--- src/rtl/mem_burst_seq.sv ---
// Burst-to-word read sequencer: expands {len, base_addr} into len+1 word requests and streams responses back with last.
// Optional err output (sticky, spurious response while idle) enabled by defining MEM_BURST_SEQ_ERR_EN.
module mem_burst_seq #(
    parameter int ADDR_WIDTH      = 32,
    parameter int DATA_WIDTH      = 32,
    parameter int LEN_WIDTH       = 4,
    parameter int MAX_OUTSTANDING = 4,
    parameter int WORD_BYTES      = 4
) (
    input  logic                            clk,
    input  logic                            rst,
    input  logic                            burst_req_valid,
    output logic                            burst_req_ready,
    input  logic [LEN_WIDTH+ADDR_WIDTH-1:0] burst_req_data,
    output logic                            word_resp_valid,
    input  logic                            word_resp_ready,
    output logic [DATA_WIDTH:0]             word_resp_data,
    output logic                            slave_req_valid,
    input  logic                            slave_req_ready,
    output logic [ADDR_WIDTH-1:0]           slave_req_data,
    input  logic                            slave_resp_valid,
    output logic                            slave_resp_ready,
    input  logic [DATA_WIDTH-1:0]           slave_resp_data,
    output logic                            busy
`ifdef MEM_BURST_SEQ_ERR_EN
    ,
    output logic                            err
`endif
);

    localparam int OUT_W = $clog2(MAX_OUTSTANDING + 1);

    typedef enum logic [1:0] {
        IDLE  = 2'd0,
        ISSUE = 2'd1,
        DRAIN = 2'd2
    } state_t;

    state_t                r_state;
    state_t                w_state_nxt;
    logic [ADDR_WIDTH-1:0] r_base;
    logic [LEN_WIDTH-1:0]  r_len;
    logic [LEN_WIDTH-1:0]  r_issued;
    logic [LEN_WIDTH-1:0]  r_recv;
    logic [OUT_W-1:0]      r_outst;

    logic w_active;
    logic w_last;
    logic w_burst_fire;
    logic w_req_fire;
    logic w_word_fire;

    always_comb begin
        w_active        = (r_state != IDLE);
        burst_req_ready = (r_state == IDLE);
        busy            = w_active;
        slave_req_valid = (r_state == ISSUE) && (r_outst < OUT_W'(MAX_OUTSTANDING));
        // Address arithmetic deliberately wraps at 2^ADDR_WIDTH.
        slave_req_data  = r_base + ADDR_WIDTH'(r_issued) * ADDR_WIDTH'(WORD_BYTES);
        w_last          = (r_recv == r_len);
        word_resp_valid = w_active & slave_resp_valid;
        word_resp_data  = {w_active & w_last, slave_resp_data};
`ifdef MEM_BURST_SEQ_ERR_EN
        slave_resp_ready = w_active ? word_resp_ready : 1'b1;
`else
        slave_resp_ready = w_active & word_resp_ready;
`endif
        w_burst_fire = burst_req_valid & burst_req_ready;
        w_req_fire   = slave_req_valid & slave_req_ready;
        w_word_fire  = word_resp_valid & word_resp_ready;
    end

    always_comb begin
        w_state_nxt = r_state;
        case (r_state)
            IDLE: begin
                if (w_burst_fire) w_state_nxt = ISSUE;
            end
            ISSUE: begin
                // A final response seen here still ends the burst.
                if (w_word_fire && w_last)                w_state_nxt = IDLE;
                else if (w_req_fire && r_issued == r_len) w_state_nxt = DRAIN;
            end
            DRAIN: begin
                if (w_word_fire && w_last) w_state_nxt = IDLE;
            end
            default: w_state_nxt = IDLE;
        endcase
    end

    always_ff @(posedge clk or negedge rst) begin
        if (!rst) begin
            r_state <= IDLE;
        end else begin
            r_state <= w_state_nxt;
        end
    end

    always_ff @(posedge clk or negedge rst) begin
        if (!rst) begin
            r_base   <= '0;
            r_len    <= '0;
            r_issued <= '0;
            r_recv   <= '0;
            r_outst  <= '0;
        end else if (w_burst_fire) begin
            r_base   <= burst_req_data[ADDR_WIDTH-1:0];
            r_len    <= burst_req_data[LEN_WIDTH+ADDR_WIDTH-1:ADDR_WIDTH];
            r_issued <= '0;
            r_recv   <= '0;
            r_outst  <= '0;
        end else begin
            if (w_req_fire && r_issued != r_len) r_issued <= r_issued + 1'b1;
            if (w_word_fire)                     r_recv   <= r_recv + 1'b1;
            if (w_req_fire && !w_word_fire) begin
                r_outst <= r_outst + 1'b1;
            end else if (!w_req_fire && w_word_fire && r_outst != '0) begin
                r_outst <= r_outst - 1'b1;
            end
        end
    end

`ifdef MEM_BURST_SEQ_ERR_EN
    always_ff @(posedge clk or negedge rst) begin
        if (!rst) begin
            err <= 1'b0;
        end else if (slave_resp_valid && slave_resp_ready && !w_active) begin
            err <= 1'b1;
        end
    end
`endif

endmodule

--- config.mk ---
export PLATFORM = sky130hd
export DESIGN_NAME = mem_burst_seq
export DESIGN_NICKNAME = d
export VERILOG_FILES = /design/src/rtl/mem_burst_seq.sv
export SDC_FILE = /design/constraint.sdc
export NUM_CORES = 1
export LEC_CHECK = 0
export ABC_AREA = 1
export CAP_MARGIN = 20
export CORE_UTILIZATION = 25
export DETAILED_ROUTE_END_ITERATION = 10
export DONT_BUFFER_PORTS = 1
export GPL_TIMING_DRIVEN = 0
export PLACE_DENSITY = 0.45
export SYNTH_ARGS = -nofsm -noshare
export SYNTH_HDL_FRONTEND = slang
export SYNTH_SLANG_ARGS = --single-unit
--- constraint.sdc ---
create_clock -name clk -period 5.8 [get_ports clk]
set_input_delay 0.58 -clock clk [delete_from_list [all_inputs] [get_ports clk]]
set_output_delay 0.58 -clock clk [all_outputs]
set_load 0.02 [all_outputs]
Word level (Yosys, flattened, before mapping)

Cells that the tools add are included.

Mux-type cells: 12
Magnitude comparators: 1
Bitwise gates (word level): 6
$add $sub $neg: 5
Reductions and logical operators: 16
Equal/unequal tests: 8

Operators by type and width:

| operator            | count |
|---|---|
| $add 32x6->32       | 1 |
| $mux 4              | 4 |
| $mux 3              | 3 |
| $add 4x1->4 const B | 2 |
| $eq 4x4->1          | 2 |
| $mux 2              | 4 |
| $logic_and 1x1->1   | 7 |
| $and 1x1->1         | 6 |
| $pmux 2 s3          | 1 |
| $reduce_bool 2->1   | 3 |
| $reduce_bool 3->1   | 2 |
| $ne 4x4->1          | 1 |
| $add 3x1->3 const B | 1 |
| $lt 3x3->1 const B  | 1 |
| $ne 3x1->1 const B  | 1 |
| $reduce_and 3->1    | 1 |
| $sub 3x1->3 const B | 1 |
| $eq 2x1->1 const B  | 1 |
| $eq 2x2->1 const B  | 1 |
| $logic_not 1->1     | 2 |
| $logic_not 2->1     | 1 |
| $ne 2x1->1 const B  | 1 |
| $ne 2x2->1 const B  | 1 |

Register bits: 49

Longest topological paths before layout

Gate-level depths: netlist of run 1.

Depth after elaboration: 9
Mapped depth: 12
Depth with buffers taken out: 12

Worst setup path before layout of run 1

OpenSTA, ideal clock, no wires.

Path type: register -> output
Start point: reg r_issued[0]
End point: out slave_req_data[16]
Stages on the path, launching flop included: 8
Required time: 5.220 ns
Setup slack: 3.301 ns
Arrival time: 1.919 ns
Cell sequence: dfrtp_1 -> ha_1 -> inv_1 -> fa_1 -> o21ai_2 -> nand3_4 -> nor2_4 -> xor2_1

Word-level cells in the longest chain between the ends: 1

Ends and longest elaborated chain:

| what                   | line | text |
|---|---|---|
| start, declared        | 43   | `logic [LEN_WIDTH-1:0] r_issued;` |
| start signal, assigned | 113  | `if (w_req_fire && r_issued != r_len) r_issued <= r_issued + 1'b1;` |
| $add 32x6->32          | 59   | `slave_req_data = r_base + ADDR_WIDTH'(r_issued) * ADDR_WIDTH'(WORD_BYTES);` |
| end, declared          | 20   | `output logic [ADDR_WIDTH-1:0] slave_req_data,` |

Every way passes these cells.

Worst setup path after layout of run 1

Start point: reg r_issued[0]
End point: out slave_req_data[18]

The elaborated chain is that of the path after synthesis.

==> results of run 1 <==
## how the worst min path moves through the flow
stage | startpoint | end | slack [ns]
6_report | rst | r_base[5] | 0.13
5_1_grt | rst | r_base[5] | 0.15
4_1_cts | rst | r_base[5] | 0.14
3_5_place_dp | rst | r_base[30] | 0.29
3_3_place_gp | rst | r_base[30] | 0.29
2_1_floorplan | rst | r_base[0] | 0.28
## flip-flops by register name, indices dropped and copies added, names as in the netlist
| name | count |
|---|---|
| r_base | 32 |
| r_issued | 4 |
| r_len | 4 |
| r_outst | 3 |
| r_recv | 4 |
| r_state | 2 |
## metrics by stage
| step | total power, uW | setup slack (ns) |
|---|---|---|
| after CTS | 1923 | 2.624 |
| final | 1891 | 2.678 |
| after global placement | 1587 | 2.966 |
| after detailed placement | 1596 | 2.952 |
| after global routing | 2052 | 2.451 |
| after floorplan | 1383 | 3.301 |
## critical path, cell delays in order, from the launching register on
cell,delay (ns)
dfrtp_1,0.44
ha_1,0.21
inv_1,0.06
fa_1,0.42
o21ai_2,0.34
nand2_1,0.18
nor2_1,0.14
xor2_1,0.45
## layout make-up
class / count / area [um2]
timing repair buffer: 1 / 27.53
buffer: 42 / 301.5
clock inverter: 3 / 25.02
inverter: 53 / 200.2
fill: 1449 / 9418
tap: 176 / 220.2
multi-input combinational: 334 / 1647
clock buffer: 5 / 125.1
sequential: 49 / 1226
## cell usage in the layout (no fill, tap or decap), drive strengths merged
| master | Yosys | layout |
|---|---|---|
| a21oi | 6 | 6 |
| a31oi | 1 | 1 |
| buf | 41 | 42 |
| clkbuf | 1 | 6 |
| clkinv | 1 | 2 |
| clkinvlp | 0 | 1 |
| dfrtp | 49 | 49 |
| fa | 2 | 2 |
| ha | 6 | 6 |
| inv | 52 | 53 |
| nand2 | 181 | 181 |
| nand3 | 23 | 23 |
| nand3b | 2 | 2 |
| nand4 | 7 | 7 |
| nor2 | 46 | 46 |
| nor3 | 6 | 6 |
| o21a | 1 | 1 |
| o21ai | 28 | 28 |
| xnor2 | 5 | 5 |
| xor2 | 20 | 20 |
## power by group through the flow
stage | registers [uW] | clock network [uW] | logic (uW)
6_report | 657 | 308 | 927
5_1_grt | 680 | 334 | 1040
4_1_cts | 657 | 321 | 945
3_5_place_dp | 664 | 0 | 933
3_3_place_gp | 660 | 0 | 926
2_1_floorplan | 611 | 0 | 771
## per-layer routing
| metal | share of wire, % | track usage (%) |
|---|---|---|
| met4 | 1.2 | 2.484 |
| met3 | 7.1 | 4.585 |
| met5 | 0 | 0 |
| met1 | 47 | 17.52 |
| met2 | 45 | 21.73 |
## what timing repair did
| action | in CTS | in global routing |
|---|---|---|
| hold buffers | 1 | 0 |
| resized for setup | 0 | 0 |
| endpoints found under the hold margin | 49 | 0 |
| setup endpoints to repair | 0 | 0 |
## cell families (layout without fill, tap and decap cells)
family | after synthesis | in the layout | synth area share, %
buffers and inverters | 95 | 104 | 14.87
xor gates and xnor gates | 25 | 25 | 6.489
adders and majority gates | 8 | 8 | 3.411
DFF | 49 | 49 | 36.34
and+or+nand+nor | 265 | 265 | 33.22
AOI/OAI and AO/OA | 36 | 36 | 5.673
==> impl_results.md, run 1 <==
* Outcome: finished clean
* Yosys Warn Count at 0
* Pint at around 920 uW
* Max_cap viols at 0
* Max-slew headroom at about three fifths
* Layout area overhead at 11.79%
* First-pass GRT wire length at about 15,000 um
* Prevailing post-synth register cell: dfrtp_1
* Crit path kind: reg2out
* Comb power frac at 49.0%
* Core Region at between 10,000 and 15,000 um2
* CP Capture Point: slave_req_data[18]
* DP Area at approximately 3600 um2
* GRT overflow at 0
* Largest net degree at the start of global routing at 50
* Worst EP required at 5.22 ns
* Setup TNS at 0 ns
* Final Hold Viols at 0
* Final Max Tran Viols at 0
* Number of placement rows at between 40 and 50
* Post-Syn Area per Cell at 7.060 um2
* Synth top area share at ~36%
* H-Tree Depth at 2
* Seq/Total Area, Yosys at a little over a third
* Finished Cell Area at ~3800 um2
* Sequential power share at between 30% and 40%
* Critical R2R Launch: r_state[1]
* Port bufs at 0
* Sw frac at 51.09%
* Worst setup SP type: flip-flop
* Final Instance Count excl. Fillers at ~660
* Pwr dens at roughly 500 nW/um2
* Synthesized cell area at about 3400 um2
* Dpl cells at approximately 650
* Starting Density at about a quarter
* Worst Hold Slack at ~0.13 ns
* Netlist cell types at 28
* FF-to-FF End: r_outst[2]
* CTS tree: built
* HPWL Detailed at 7427 um
* Worst Path Max Fanout at 5
* R2R depth at 12
* Seq cells post-synth at between 40 and 50
* Via Count at approximately 2,900
* Vias/cell at around 4.3
* Post-synth ARST share at 100.0%
* Fin crit period at roughly 3.1 ns
* DRT Pass-1 Iters at 4
* Top-Level Pins at roughly 140
* Layout Nets at around 570
* CTS Buf Count at 5
* Initial antenna violation count at 0
* Die width at 118.2 um
* Hold crit path type: in2async
* Worst setup EP type: output port
* Measured slew at the worst slew-check pin at between 0.6 and 0.7 ns
* Leading area contributor after synthesis: dfrtp_1
* LEAKAGE at ~0.0019 uW
* Clock insertion delay at the later pin of the skew report at 0.30 ns
* FMAX at approximately 320 MHz
* Area contributors post-synth: dfrtp_1 36%, nand2_1 20%, buf_4 8.2%
* RSZ-0062 raised after global routing: no
* DRC viols at 0
* Sw Pwr at between 900 and 1000 uW
* Num Clock Sinks at between 40 and 50
* Full die area at roughly 14,000 um2
* Total GRT Usage at 13.47%
* Number of global-route vias before repair at between 2,000 and 3,000
* Setup violators final at 0
* Synth Net Count at 560
* Clk buf depth at 2
* Layout cells sized above 1 at a little over an eighth
* Die Ht at 118.2 um
* Most frequent cell after synthesis: nand2_1
* Antenna Cells at 0
* Final Util at 28.60%
* Critical Path Start: r_issued[0]
* Synth Instances at roughly 480
* Clock-pin slew on the worst setup and hold paths at 0.08 ns
* Post-CTS setup buffer count at 0
* Crit share post-route at 53.83%
* Reg-to-reg slack, setup at between 3 and 4 ns
* Final RePlAce weighted congestion at 0.8422
* Synth cell count leaders: 178 x nand2_1, 50 x inv_1, 49 x dfrtp_1, 43 x nor2_1, 37 x buf_4
* Clock power share at about 16%
* Max IR drop VDD at 0.0002297 V
* Total Wirelength at a little over 9000 um
* Root buffer cell: clkbuf_16
* EDFF count, synth at 0
* DRT antenna net count at 0
* Clock skew at 0.004447 ns
* CP Data Arrival Time at 2.54 ns
* Routed wire length per instance at around 14 um
* DRT iter0 DRCs at ~150
Note: power is estimated with default switching activity, not from simulation.
==> inputs of run 2 (changes only) <==
--- a/config.mk
+++ b/config.mk
@@ -11,7 +11,7 @@
 export DETAILED_ROUTE_END_ITERATION = 10
 export DONT_BUFFER_PORTS = 1
 export GPL_TIMING_DRIVEN = 0
-export PLACE_DENSITY = 0.45
+export PLACE_DENSITY = 0.47
 export SYNTH_ARGS = -nofsm -noshare
 export SYNTH_HDL_FRONTEND = slang
 export SYNTH_SLANG_ARGS = --single-unit
==> constraint.sdc (replaced) <==
create_clock -name clk -period 2.55 [get_ports clk]
set_input_delay 0.255 -clock clk [delete_from_list [all_inputs] [get_ports clk]]
set_output_delay 0.255 -clock clk [all_outputs]
set_load 0.02 [all_outputs]
==> impl_results.md, run 2 (synthesis results as in run 1) <==
* CP max stage delay at approximately 0.50 ns
* Layout area overhead at 16.17%
* Clock-pin slew on the worst setup and hold paths at about 0.070 ns
* Critical-path top delay cell: xnor2_1
* Worst setup SP type: flip-flop
* Core Region at ~13,000 um2
* CP Data Arrival Time at ~2.2 ns
* Die width at ~120 um
* Outcome: finished clean
* Setup TNS at 0 ns
* GRT overflow at 0
* Max-slew headroom at between 60% and 70%
* FMAX at between 400 and 500 MHz
* Full die area at approximately 14,000 um2
* Commonest non-fill, non-tap cell in the layout: nand2_1
* Max_cap viols at 0
* Critical R2R Launch: r_state[0]
* Overall power at between 4000 and 5000 uW
* Worst EP required at about 2.3 ns
* Cell family with most CP delay: adder cells
* Crit share post-route at 95.48%
* Clock skew at 0.002090 ns
* Routed wire length per instance at between 10 and 15 um
* CTS Buf Count at 5
* Starting Density at 25.58%
* Max FFs per register at 32
* Worst setup EP type: output port
* DRT antenna net count at 0
* Layout Nets at around 570
* Largest net degree at the start of global routing at 50
* Measured slew at the worst slew-check pin at 0.5872 ns
* Total Wirelength at between 9000 and 10,000 um
* FF-to-FF End: r_outst[2]
* Layout cells sized above 1 at around 17%
* CP Capture Point: slave_req_data[10]
* Critical Path, Cell by Cell: ha_4, inv_2, fa_2, o21ai_4, nand2_1, xnor2_1
* Top reg by flops: r_base
* First-pass GRT wire length at 15,240 um
* Clk buf depth at 2
* Initial antenna violation count at 0
* DRC viols at 0
* Setup violators final at 0
* R2R depth at 12
* HPWL Detailed at 7557 um
* Number of global-route vias before repair at between 2,000 and 3,000
* Top-Level Pins at 144
* LEAKAGE at just under 0.002 uW
* Worst Path Max Fanout at 5
* Pwr dens at roughly 1100 nW/um2
* WP depth at 6
* DRT iter0 DRCs at slightly above 100
* Die Ht at about 120 um
* Critical Path Start: r_issued[0]
* Vias/cell at 4.350
* Final Max Tran Viols at 0
* DRT Pass-1 Iters at 6
* Final RePlAce weighted congestion at ~0.9
* Hold crit path type: in2reg
* CTS tree: built
* Number of placement rows at 42
* Num Clock Sinks at 49
* Total GRT Usage at around 14%
* Commonest non-fill, non-tap cells in the layout: 177 x nand2_1, 49 x inv_1, 48 x dfrtp_1
* Reg-to-reg slack, setup at 0.67 ns
* WP buf/inv at 1
* Clock insertion delay at the later pin of the skew report at between 0.2 and 0.3 ns
* Final Hold Viols at 0
* Antenna Cells at 0
* H-Tree Depth at 2
* Fin crit period at between 2 and 2.5 ns
* Port bufs at 0
* Crit path kind: reg2out
* Max IR drop VDD at slightly above 0.0005 V
* Root buffer cell: clkbuf_16
* Via Count at 2,910
==> run 2: changes by cell type in the layout (fill, tap and decap cells not counted), sizes merged <==
cell / change
clkinvlp: -1
clkbuf: +2
dlygate4sd3: +1
inv: -1
buf: +5
==> run 2: repair_timing <==
item	CTS	global route
setup endpoints to repair	12	11
hold buffers	2	0
endpoints found under the hold margin	49	0
pin swaps	1	3
resized for setup	9	7
setup buffers	3	2
==> run 2: how the worst min path moves through the flow <==
stage / start / depth (start not counted) / end / slack (ns)
detailed placement: rst / 0 / r_base[30] / -0.04
finish: burst_req_data[5] / 2 / r_base[5] / 0.07
global placement: rst / 0 / r_base[30] / -0.04
CTS: burst_req_data[6] / 2 / r_base[6] / 0.07
global route: burst_req_data[0] / 2 / r_base[0] / 0.08
floorplan: rst / 0 / r_base[0] / -0.04
==> run 2: layout make-up <==
class / count / area [um2]
Clock inverter: 1 / 5.005
Fill cell: 1479 / 9270
Sequential cell: 49 / 1227
Timing Repair Buffer: 7 / 75.07
Inverter: 53 / 200.2
Buffer: 42 / 301.5
Tap cell: 176 / 220.2
Multi-Input combinational cell: 334 / 1738
Clock buffer: 7 / 152.6
==> run 2: power breakdown <==
part	switching [uW]	internal, uW
clock	306	417
combinational	1560	690
sequential	379	1130
==> run 2: worst register-to-register path: cells and delay by family (launching register included) <==
kind,cells,cell delay [ns]
buffers and inverters,4,0.27
flip-flops,1,0.41
adder cells (fa/ha/maj),1,0.39
AND/OR/NAND/NOR,7,0.69
==> run 2: metal layers <==
layer	track usage [%]	vias to the layer above	wire length, um
li1	-	1466	-
met1	17.71	1352	4180
met2	23.20	84	4506
met3	4.778	8	737
met4	2.644	0	57
met5	0	-	0
==> run 2: per-stage QoR <==
step / setup slack [ns] / instance area, um2 / cells / util [%] / hold WS (ns)
CTS: 0.02904 / 3879 / 667 / 29.41 / 0.07267
detailed placement: 0.03384 / 3595 / 654 / 27.25 / -0.03856
global route: -0.00005107 / 3920 / 669 / 29.72 / 0.07545
finish: 0.1152 / 3920 / 669 / 29.72 / 0.07492
floorplan: 0.3759 / 3374 / 478 / - / -0.04059
global placement: 0.04773 / 3595 / 654 / 27.25 / -0.03922
==> inputs of run 3 (changes only) <==
--- a/config.mk
+++ b/config.mk
@@ -10,8 +10,9 @@
 export CORE_UTILIZATION = 25
 export DETAILED_ROUTE_END_ITERATION = 10
 export DONT_BUFFER_PORTS = 1
+export GPL_ROUTABILITY_DRIVEN = 0
 export GPL_TIMING_DRIVEN = 0
-export PLACE_DENSITY = 0.47
+export PLACE_DENSITY = 0.45
 export SYNTH_ARGS = -nofsm -noshare
 export SYNTH_HDL_FRONTEND = slang
 export SYNTH_SLANG_ARGS = --single-unit
==> constraint.sdc (replaced) <==
create_clock -name clk -period 2.8 [get_ports clk]
set_input_delay 0.28 -clock clk [delete_from_list [all_inputs] [get_ports clk]]
set_output_delay 0.28 -clock clk [all_outputs]
set_load 0.02 [all_outputs]
==> impl_results.md, run 3 (synthesis results as in run 1) <==
* Clock insertion delay at the later pin of the skew report at ~0.29 ns
* Total GRT Usage at 13.51%
* Number of global-route vias before repair at 2,843
* CP Data Arrival Time at 2.36 ns
* DRT antenna net count at 0
* Final Instance Count excl. Fillers at roughly 670
* Max-slew headroom at 60.45%
* Total Wirelength at 9290 um
* DRC viols at 0
* Via Count at 2,853
* Worst Path Max Fanout at 5
* DRT Pass-1 Iters at 4
* Starting Density at roughly 26%
* Outcome: finished clean
* Worst setup SP type: flip-flop
* CTS Buf Count at 5
* Crit path kind: reg2out
* Layout filler cell count at ~1,500
* Commonest non-fill, non-tap cells in the layout: 178 x nand2_1, 50 x inv_1, 49 x dfrtp_1
* Hold_sp: burst_req_data[4]
* Setup violators final at 0
* Clock-pin slew on the worst setup and hold paths at about 0.080 ns
* H-Tree Depth at 2
* Fin crit period at between 2 and 3 ns
* Clk buf depth at 2
* Overall power at roughly 4000 uW
* Die width at 118.2 um
* RSZ-0062 raised after global routing: yes
* GRT overflow at 0
* Worst EP required at 2.52 ns
* Worst Hold Slack at between 0.09 and 0.1 ns
* Final Hold Viols at 0
* R2R depth at 12
* Layout cells sized above 1 at between 10 and 15%
* Dpl cells at about 650
* Commonest non-fill, non-tap cell in the layout: nand2_1
* Reg-to-reg slack, setup at 0.96 ns
* Initial antenna violation count at 0
* HPWL Detailed at 7427 um
* Max_cap viols at 0
* Crit share post-route at between 90% and 100%
* Antenna Cells at 0
* Core Region at about 13,000 um2
* Max FFs per register at 32
* Hold crit path type: in2reg
* Root buffer cell: clkbuf_16
* Layout area overhead at 13.94%
* Routed wire length per instance at 13.95 um
* Max IR drop VDD at about 0.00048 V
* CTS tree: built
* Measured slew at the worst slew-check pin at approximately 0.6 ns
* Pwr dens at 1030 nW/um2
* FF-to-FF End: r_outst[2]
* WHS Endpoint: r_base[4]
* Port bufs at 0
* Die Ht at roughly 120 um
* Layout Nets at about 570
* Num Clock Sinks at 49
* Critical R2R Launch: r_state[1]
* Vias/cell at between 4 and 5
* Final Max Tran Viols at 0
* First-pass GRT wire length at between 10,000 and 15,000 um
* LEAKAGE at 0.001890 uW
* Worst setup EP type: output port
* DRT iter0 DRCs at 153
* Number of placement rows at 42
* Worst hold path depth at 2
* Top reg by flops: r_base
* Largest net degree at the start of global routing at 50
* Top-Level Pins at between 100 and 150
* FMAX at between 300 and 400 MHz
* Full die area at 13,970 um2
* Setup TNS at 0 ns
* Clock skew at 0.005094 ns
## run 3: metal layers
layer	share of wire [%]	track usage, %	vias to the layer above
met5	0	0	-
met4	1.2	2.484	0
met3	7.7	4.681	10
met2	45	21.84	87
met1	46	17.48	1299
li1	-	-	1457
## run 3: final cells by class
type                            instances  area [um2]  share of cell area [%]
Clock buffer                            5       125.1                   3.254
Sequential cell                        49        1226                   31.89
Clock inverter                          3       25.02                  0.6508
Inverter                               53       200.2                   5.207
Timing Repair Buffer                    4       52.55                   1.367
Tap cell                              176       220.2                   5.727
Multi-Input combinational cell        334        1694                   44.06
Buffer                                 42       301.5                   7.842
## run 3: metrics by stage
stage          area [um2]  worst slack (ns)  utilization [%]
2_1_floorplan        3374            0.6009                -
3_3_place_gp         3595            0.2665            27.25
3_5_place_dp         3595            0.2518            27.25
4_1_cts              3812          0.004006            28.90
5_1_grt              3845        -0.0007558            29.15
6_report             3845            0.1619            29.15
## run 3: report_power, final
part	total [uW]	switching (uW)	internal [uW]
combinational	1950	1380	576
sequential	1370	339	1030
clock	638	301	337
## run 3: worst max-delay path by stage
stage | from | to | slack [ns] | cells past startpoint
final | r_issued[0] | slave_req_data[8] | 0.16 | 6
after global routing | r_issued[0] | slave_req_data[14] | -0.0008 | 7
after CTS | r_issued[0] | slave_req_data[30] | 0.004 | 8
after detailed placement | r_issued[0] | slave_req_data[12] | 0.25 | 7
after global placement | r_issued[0] | slave_req_data[16] | 0.27 | 7
after floorplan | r_issued[0] | slave_req_data[16] | 0.60 | 7
## run 3: critical path, stage by stage, from the launching register on
cell and delay [ns]:
dfrtp_1 0.44, ha_1 0.21, inv_1 0.06, fa_1 0.44, o21ai_4 0.24, nand3_4 0.17, xnor2_1 0.50
## run 3: timing repair
| item | in CTS | in global routing |
|---|---|---|
| hold endpoints to repair | 49 | 0 |
| resized for setup | 4 | 3 |
| hold buffers | 2 | 0 |
| setup buffers | 0 | 2 |
| setup endpoints to repair | 4 | 11 |
| pin swaps | 0 | 2 |
